File: config.mk
export PLATFORM = sky130hd
export DESIGN_NAME = if_fetch_queue
export DESIGN_NICKNAME = d
export VERILOG_FILES = /design/src/rtl/if_fetch_queue.sv
export SDC_FILE = /design/constraint.sdc
export NUM_CORES = 1
export LEC_CHECK = 0
export ABC_AREA = 1
export ABC_CLOCK_PERIOD_IN_PS = 3450
export BUFFER_PORTS_ARGS = -buffer_cell sky130_fd_sc_hd__buf_4
export CAP_MARGIN = 20
export CORE_ASPECT_RATIO = 1.5
export CORE_UTILIZATION = 52
export DETAILED_ROUTE_END_ITERATION = 8
export PLACE_DENSITY_LB_ADDON = 0.25
export SYNTH_ARGS = -nofsm -noshare
export SYNTH_HDL_FRONTEND = slang
export SYNTH_SLANG_ARGS = --single-unit
File: constraint.sdc
create_clock -name clk -period 3.45 [get_ports clk]
set_input_delay 0.8625 -clock clk [delete_from_list [all_inputs] [get_ports clk]]
set_output_delay 0.8625 -clock clk [all_outputs]
set_load 0.05 [all_outputs]
File: src/rtl/if_fetch_queue.sv
`default_nettype none
// ============================================================================
// Module      : if_fetch_queue
// Description : Instruction prefetch FIFO between the fetch stage and the
//               IF/ID pipeline register. Each entry carries the fetched
//               instruction word and its PC+4. A taken branch (flush) empties
//               the queue; an ID-stage stall (freeze) holds the head entry
//               while fetch keeps filling the queue.
//               Optional build macro IFQ_BYPASS_EN adds a zero-latency path
//               from in_* to out_* when the queue is empty.
// Revision    : 1.0 - initial release
// ============================================================================
module if_fetch_queue #(
  parameter int DEPTH = 4,
  parameter int AW    = 2,
  parameter int W     = 32
) (
  input  logic          clk,
  input  logic          rst,
  input  logic          in_valid,
  output logic          in_ready,
  input  logic [W-1:0]  in_pc,
  input  logic [W-1:0]  in_instr,
  input  logic          flush,
  input  logic          freeze,
  output logic          out_valid,
  output logic [W-1:0]  out_pc,
  output logic [W-1:0]  out_instr,
  output logic [AW:0]   count
);

  localparam logic [AW:0]   C_FULL  = (AW+1)'(DEPTH);
  localparam logic [AW:0]   C_EMPTY = '0;
  localparam logic [AW-1:0] C_ONE   = AW'(1);

  // Pointer and occupancy state
  logic [AW-1:0] rd_ptr_q, rd_ptr_d;
  logic [AW-1:0] wr_ptr_q, wr_ptr_d;
  logic [AW:0]   count_q,  count_d;

  // Storage; contents are meaningless until written, so no reset
  logic [W-1:0] pc_mem_q    [DEPTH];
  logic [W-1:0] instr_mem_q [DEPTH];

  logic empty;
  logic bypass;
  logic pop;
  logic pop_mem;
  logic push;

  // Handshake, head presentation and push/pop qualification
  always_comb begin
    empty     = (count_q == C_EMPTY);
    in_ready  = (count_q != C_FULL);
`ifdef IFQ_BYPASS_EN
    bypass    = empty & in_valid & ~flush;
`else
    bypass    = 1'b0;
`endif
    out_valid = ~empty | bypass;
    out_pc    = '0;
    out_instr = '0;
    if (!empty) begin
      out_pc    = pc_mem_q[rd_ptr_q];
      out_instr = instr_mem_q[rd_ptr_q];
    end else if (bypass) begin
      out_pc    = in_pc;
      out_instr = in_instr;
    end
    pop     = out_valid & ~freeze & ~flush;
    // A bypassed entry consumed the same cycle never touches storage
    pop_mem = pop & ~empty;
    push    = in_valid & in_ready & ~flush & ~(bypass & pop);
    count   = count_q;
  end

  // Next-state for pointers and occupancy; flush overrides everything
  always_comb begin
    rd_ptr_d = rd_ptr_q;
    wr_ptr_d = wr_ptr_q;
    count_d  = count_q;
    if (flush) begin
      rd_ptr_d = '0;
      wr_ptr_d = '0;
      count_d  = '0;
    end else begin
      if (push)    wr_ptr_d = wr_ptr_q + C_ONE;
      if (pop_mem) rd_ptr_d = rd_ptr_q + C_ONE;
      case ({push, pop_mem})
        2'b10:   count_d = count_q + (AW+1)'(1);
        2'b01:   count_d = count_q - (AW+1)'(1);
        default: count_d = count_q;
      endcase
    end
  end

  // State register with asynchronous active-low reset
  always_ff @(posedge clk or negedge rst) begin
    if (!rst) begin
      rd_ptr_q <= '0;
      wr_ptr_q <= '0;
      count_q  <= '0;
    end else begin
      rd_ptr_q <= rd_ptr_d;
      wr_ptr_q <= wr_ptr_d;
      count_q  <= count_d;
    end
  end

  // Storage write at the tail on every accepted push
  always_ff @(posedge clk) begin
    if (push) begin
      pc_mem_q[wr_ptr_q]    <= in_pc;
      instr_mem_q[wr_ptr_q] <= in_instr;
    end
  end

endmodule
`default_nettype wire

==> results by group, run 1 <==
Final layout
  • Final Util: ~64%
  • Layout Cells excl Fill: approximately 1200
  • Antenna Diode Count: 0
  • Fillers: 1456
  • Share of layout cells above drive strength 1: 20.15%
  • Design area: 0.01241 mm^2
  • Layout Nets: 1020
  • Area added between synthesis and finish: 19.77%

Clocking
  • Clk buf depth: 3
  • H-Tree Depth: 1
  • Cts hold-fix bufs: 0
  • Clock-pin transition on the worst setup and hold timing paths: around 0.07 ns
  • CTS tree: yes
  • Clock Sinks: roughly 260
  • CTS buffer count: 23
  • Clock latency on the worst-skew pair: 0.51 ns
  • Number of gates resized after cts: 0
  • Root Buffer Master: clkbuf_16
  • Post-CTS setup buffer count: 0

Synthesis
  • Seq/Total Area, Yosys: about three quarters
  • Synthesized cell area: 0.01036 mm^2
  • Synth top area share: approximately 74%
  • Dominant cells by area after synthesis: edfxtp_1, nor2_1, o21ai_0
  • Avg Inst Size Synth: between 10 and 15 um^2
  • Total nets after synthesis: 892
  • Synth unique cells: 21
  • Cells after synthesis: between 800 and 900
  • Ys Warns: 0
  • Area leader, netlist: edfxtp_1
  • #FFs+latches synth: between 200 and 300

Detailed routing
  • Vias: 6533
  • Post-DR vias/cell: 5.359
  • Iter 0 DRT Violations: 437
  • Drc violations: 0
  • Final WL: 21470 um
  • Routed len/inst: between 15 and 20 um
  • Routed Antenna Nets: 0
  • Drt first pass iters: 4

Die
  • Starting Density: approximately 54%
  • # rows: 62
  • Die width: 117.3 um
  • Die H: 174.9 um
  • Core ar.: 0.01932 mm^2
  • Die Area: 0.02051 mm^2
  • IO Pins: 138

GRT
  • Initial antenna violation count: 0
  • GR Util All Layers: 21.01%
  • Global routing usage on met1: 24.22%
  • Met3 GRT Util: ~3.3%
  • Wire length of the first global-routing pass: 32270 um
  • Largest net degree at the start of global routing: approximately 100
  • Layer with the highest usage: met2
  • Global route overflow: 0
  • GR Util met2: 38.68%
  • Number of global-route vias before repair: 6252

Setup path
  • Crit start category: register
  • Buffers & Inverters on Critical Path: 2
  • Critical path capture point type: output pin
  • CP Max Fanout: 103
  • CP peak stage delay: between 0.6 and 0.7 ns
  • Worst-path cell chain: buf_12 -> nor2_1 -> nor2_1 -> o21ai_0 -> a21oi_1 -> buf_4
  • Critical path's top delay family: buffers and inverters
  • Critical path's slowest cell: dfrtp_4
  • Crit path top cell by count: nor2_1
  • WS Path Type: reg2out
  • Crit path arrival time: 2.45 ns
  • Crit path required time: 2.59 ns

Timing
  • Worst-Margin Slew: 0.5704 ns
  • Setup tns final: 0 ns
  • Hold Slack: 0.1691 ns
  • Highest clock rate: 302.1 MHz
  • Final Worst Setup Slack: 0.1398 ns
  • # setup viols final: 0
  • RSZ-0062 raised after global routing: no
  • Final Hold Fails: 0
  • Rel. slew slack: between 60% and 70%
  • Pins Over Slew Limit: 0
  • Worst Skew: around 0.01 ns
  • Final worst-path cycle share: between 90% and 100%
  • Final min period: 3.310 ns

Placed design
  • Place WS: 0.6682 ns
  • DP Wirelength: 11850 um
  • Area post-placement: 0.01169 mm^2
  • Port Buf Inserts: 137
  • Global placer's final weighted congestion: 0.7666
  • Placed Instances: 1177

Power
  • Pwr/cell area: 826.7 mW/mm^2
  • Tot Pwr: 10.26 mW
  • Leak: approximately 4.5 nW
  • Peak supply drop: 0.0007339 V

Outcome
  • Status: complete, no violations

Min path
  • Hold WC Path Type: in2async

Job
  • MaxCap Viol Count: 0
## cell usage in the layout (no fill, tap or decap)
master and instances:
clkinv_1 6, clkbuf_1 6, inv_2 2, nand2_2 2
inv_1 11, dfrtp_4 1, dfrtp_2 1, clkinv_2 4
nand3_4 1, fa_1 1, inv_6 1, nor2_4 4
dfrtp_1 5, nand2_1 16, nand3_1 6, buf_4 143
nor2_1 258, o21ai_1 4, o21ai_0 128, clkbuf_8 1
a21oi_2 1, ha_1 4, bufinv_16 2, edfxtp_1 256
a21oi_1 67, xnor2_1 1, buf_12 8, clkbuf_16 23
## report_power, final
part           internal (mW)  switching, mW
sequential              3.73          0.110
combinational           1.08           2.89
clock                   1.40           1.05
total                   6.21           4.05
## synthesized netlist by cell type, drive strengths merged
cell / number
inv: 14
dfrtp: 7
fa: 1
a21oi: 68
nor2: 262
edfxtp: 256
ha: 4
xnor2: 1
o21ai: 132
nand3: 7
nand2: 18
clkbuf: 12
buf: 36
## metal layers
metal	share of wire [%]	up-vias
li1	-	3145
met1	39	3171
met2	53	175
met3	4.8	42
met4	2.9	0
met5	0	-
## state kept, by name (all words and copies together) (netlist names)
name	flops
instr_mem_q	128
rd_ptr_q	2
pc_mem_q	128
count	3
wr_ptr_q	2
## worst paths after layout
check                      depth (start not counted)   startpoint  slack [ns]           endpoint
min in group clk                                   1  in_instr[9]        0.56  instr_mem_q[1][9]
setup reg to reg                                  13     count[0]        1.25           count[2]
setup / recovery                                   6  rd_ptr_q[0]        0.14         out_pc[26]
hold reg to reg                                    1  wr_ptr_q[0]        0.57        wr_ptr_q[0]
hold / removal                                     1          rst        0.17        rd_ptr_q[0]
max in group asynchronous                          1          rst        3.14        rd_ptr_q[0]
## worst reg2reg max path, cell delays in order, from the launching register on
cell	delay (ns)
dfrtp_1	0.45
nor2_1	0.25
nand2_1	0.15
nand2_1	0.15
nor2_1	0.07
nand2_1	0.08
inv_1	0.05
fa_1	0.37
xnor2_1	0.23
inv_1	0.07
nand2_1	0.07
nand2_1	0.05
nand2_1	0.06
nand2_1	0.05
## kinds of logic (layout without fill, tap and decap cells)
family                     count (synthesis)  after routing  synth area share (%)
buffers and inverters                     62            207                 3.019
AOI/OAI and AO/OA                        200            200                 9.696
adders and majority gates                  5              5                0.6762
xor gates and xnor gates                   1              1               0.08454
DFF                                      263            263                 75.88
and+or+nand+nor                          287            287                 10.65
## layout make-up
cell class / instances / area (um^2) / area share, %
Sequential cell: 263 / 7868 / 63.39
Multi-Input combinational cell: 493 / 2217 / 17.86
Timing Repair Buffer: 151 / 1234 / 9.940
Clock buffer: 30 / 611.8 / 4.930
Tap cell: 256 / 320.3 / 2.581
Clock inverter: 12 / 106.4 / 0.8569
Inverter: 14 / 53.80 / 0.4335
(Power assumes the default switching activity.)
==> run 2: changes to the inputs <==
--- a/config.mk
+++ b/config.mk
@@ -10,9 +10,9 @@
 export BUFFER_PORTS_ARGS = -buffer_cell sky130_fd_sc_hd__buf_4
 export CAP_MARGIN = 20
 export CORE_ASPECT_RATIO = 1.5
-export CORE_UTILIZATION = 52
+export CORE_UTILIZATION = 44
 export DETAILED_ROUTE_END_ITERATION = 8
-export PLACE_DENSITY_LB_ADDON = 0.25
+export PLACE_DENSITY = 0.66
 export SYNTH_ARGS = -nofsm -noshare
 export SYNTH_HDL_FRONTEND = slang
 export SYNTH_SLANG_ARGS = --single-unit
==> run 2 against run 1 <==
Against the previous run:
- combinational power about the same
- sequential power decreased by 1%
- critical path depth unchanged
- non-clock buffer count increased by 5
- via count decreased by 0.72%
- highest routed layer is now met5
- critical path type unchanged
- fmax increased by 4.9%
- clock skew increased by 0.0013 ns
- total power decreased by 0.57%
==> results by group, run 2 (synthesis gave the netlist of run 1 again) <==
Clocking
  • Root Buffer Master: clkbuf_16
  • Post-CTS setup buffer count: 0 (unchanged)
  • Clk buf depth: 3 (unchanged)
  • Clock-pin transition on the worst setup and hold timing paths: 0.06 ns (about the same)
  • Clock Sinks: 263 (unchanged)
  • H-Tree Depth: 1 (unchanged)
  • Cts hold-fix bufs: 0 (unchanged)
  • CTS tree: yes
  • CTS buffer count: 24 (+4.3%)
  • Clock latency on the worst-skew pair: 0.51 ns (about the same)
  • Number of gates resized after cts: 0 (unchanged)

Die
  • Die H: 190.0 um (+8.6%)
  • Die Area: 0.02418 mm^2 (+18%)
  • Die width: 127.3 um (+8.6%)
  • # rows: 68 (+9.7%)
  • IO Pins: 138 (unchanged)
  • Core ar.: 0.02306 mm^2 (+19%)
  • Starting Density: 44.94% (-8.7 points)

Timing
  • # setup viols final: 0 (unchanged)
  • RSZ-0062 raised after global routing: no
  • Setup tns final: 0 ns (unchanged)
  • Final worst-path cycle share: 91.50% (-4.4 points)
  • Worst-Margin Slew: 0.8667 ns (+0.2963 ns)
  • Pins Over Slew Limit: 0 (unchanged)
  • Final Hold Fails: 0 (unchanged)
  • Highest clock rate: 316.8 MHz (+4.9%)
  • Final Worst Setup Slack: 0.2933 ns (+0.1535 ns)
  • Rel. slew slack: 42.22% (-20 points)
  • Worst Skew: 0.01133 ns (+0.001289 ns)
  • Hold Slack: 0.1588 ns (-0.01037 ns)
  • Final min period: 3.157 ns (-0.1535 ns)

Final layout
  • Register Area: 0.007868 mm^2 (unchanged)
  • Area added between synthesis and finish: 20.38%
  • Layout Nets: 1026 (+0.59%)
  • Most frequent cells in the layout: nor2_1, edfxtp_1, buf_4, o21ai_0, a21oi_1
  • Area of the multi-input gates: 0.002217 mm^2 (unchanged)
  • Share of layout cells above drive strength 1: 20.48% (+0.33 points)
  • Leading cell type in the layout, fill and taps excluded: nor2_1
  • Fillers: 1931 (+33%)

Setup path
  • CP Max Fanout: 129 (+25%)
  • WS Path Type: reg2out
  • Critical path's top delay family: buffers and inverters
  • RR Startpoint: count[0]
  • Critical path's slowest cell: dfrtp_4
  • Crit path top cell by count: nor2_1
  • Critical path capture point type: output pin
  • Crit path required time: 2.59 ns (about the same)
  • CP startpoint: rd_ptr_q[0]
  • Crit path arrival time: 2.29 ns (-0.16 ns)
  • Crit start category: register
  • Worst-path cell chain: buf_12 -> nor2_1 -> nor2_1 -> o21ai_0 -> a21oi_1 -> buf_4
  • CP peak stage delay: 0.44 ns (-0.19 ns)
  • Buffers & Inverters on Critical Path: 2 (unchanged)

Outcome
  • Status: complete, no violations

Detailed routing
  • Drt first pass iters: 5 (+1)
  • Vias: 6486 (-0.72%)
  • Iter 0 DRT Violations: 325 (-26%)
  • Routed Antenna Nets: 0 (unchanged)
  • Post-DR vias/cell: 5.055 (-5.7%)
  • Drc violations: 0 (unchanged)
  • Routed len/inst: 16.95 um (-3.7%)
  • Final WL: 21750 um (+1.3%)

Min path
  • Hold WC Path Type: in2async

Power
  • Psw: 4.027 mW (-0.57%)
  • Comb pwr share: 38.7% (about the same)
  • Clock power frac: 24.0% (about the same)
  • Switching Share: 39.47% (about the same)
  • Pwr/cell area: 817.8 mW/mm^2 (-1.1%)
  • Leak: 4.469 nW (+0.14%)
  • Sequential Power Share: 37.2% (-0.3 points)
  • Peak supply drop: 0.0005710 V (-22%)
  • P_int: 6.174 mW (-0.57%)

Placed design
  • Global placer's final weighted congestion: 0.7543 (-1.6%)
  • Port Buf Inserts: 137 (unchanged)
  • Place WS: 0.8208 ns (+0.1527 ns)
  • DP Wirelength: 12620 um (+6.5%)

Job
  • MaxCap Viol Count: 0 (unchanged)

GRT
  • Global route overflow: 0 (unchanged)
  • Wire length of the first global-routing pass: 34240 um (+6.1%)
  • GR Util All Layers: 18.50% (-2.5 points)
  • Largest net degree at the start of global routing: 130 (+25%)
  • Number of global-route vias before repair: 6555 (+4.8%)
  • Initial antenna violation count: 2 (+2)
run 2: metrics by stage:
| step | util [%] | instances | cell area, um^2 | power (mW) |
|---|---|---|---|---|
| final | 54.10 | 1283 | 12470 | 10.20 |
| after global routing | 54.09 | 1282 | 12470 | 10.67 |
| after CTS | 54.09 | 1282 | 12470 | 10.31 |
| after detailed placement | 50.98 | 1241 | 11750 | 7.873 |
| after global placement | 50.98 | 1241 | 11750 | 7.841 |
| after floorplan | - | 818 | 10360 | 6.661 |
run 2: power groups by stage:
| stage | clock network (mW) | registers [mW] | logic (mW) |
|---|---|---|---|
| floorplan | 0 | 3.91 | 2.75 |
| global placement | 0 | 3.86 | 3.98 |
| detailed placement | 0 | 3.87 | 4.00 |
| CTS | 2.50 | 3.80 | 4.01 |
| global route | 2.61 | 3.82 | 4.24 |
| finish | 2.45 | 3.80 | 3.95 |
run 2: layout make-up:
class / instances / share of cell area, %
diodes: 1 / 0.02006
clock buffers: 33 / 5.256
clock inverters: 8 / 0.5015
inverters: 14 / 0.4313
multi-input cells: 493 / 17.77
flip-flops and latches: 263 / 63.07
well taps: 315 / 3.159
repair buffers: 156 / 9.789
run 2: worst paths after layout:
check / endpoint / slack, ns / cells past startpoint
setup / recovery: out_pc[4] / 0.29 / 6
hold / removal: count[2] / 0.16 / 1
setup reg to reg: count[2] / 1.34 / 13
hold reg to reg: count[0] / 0.57 / 1
max in group asynchronous: rd_ptr_q[0] / 3.15 / 1
min in group clk: pc_mem_q[1][12] / 0.55 / 1
run 2: layer usage:
layer | part of all wire, % | global-route usage (%)
met1 | 39 | 21.72
met2 | 54 | 33.40
met3 | 4.2 | 2.868
met4 | 3.1 | 7.875
met5 | 0.078 | 0
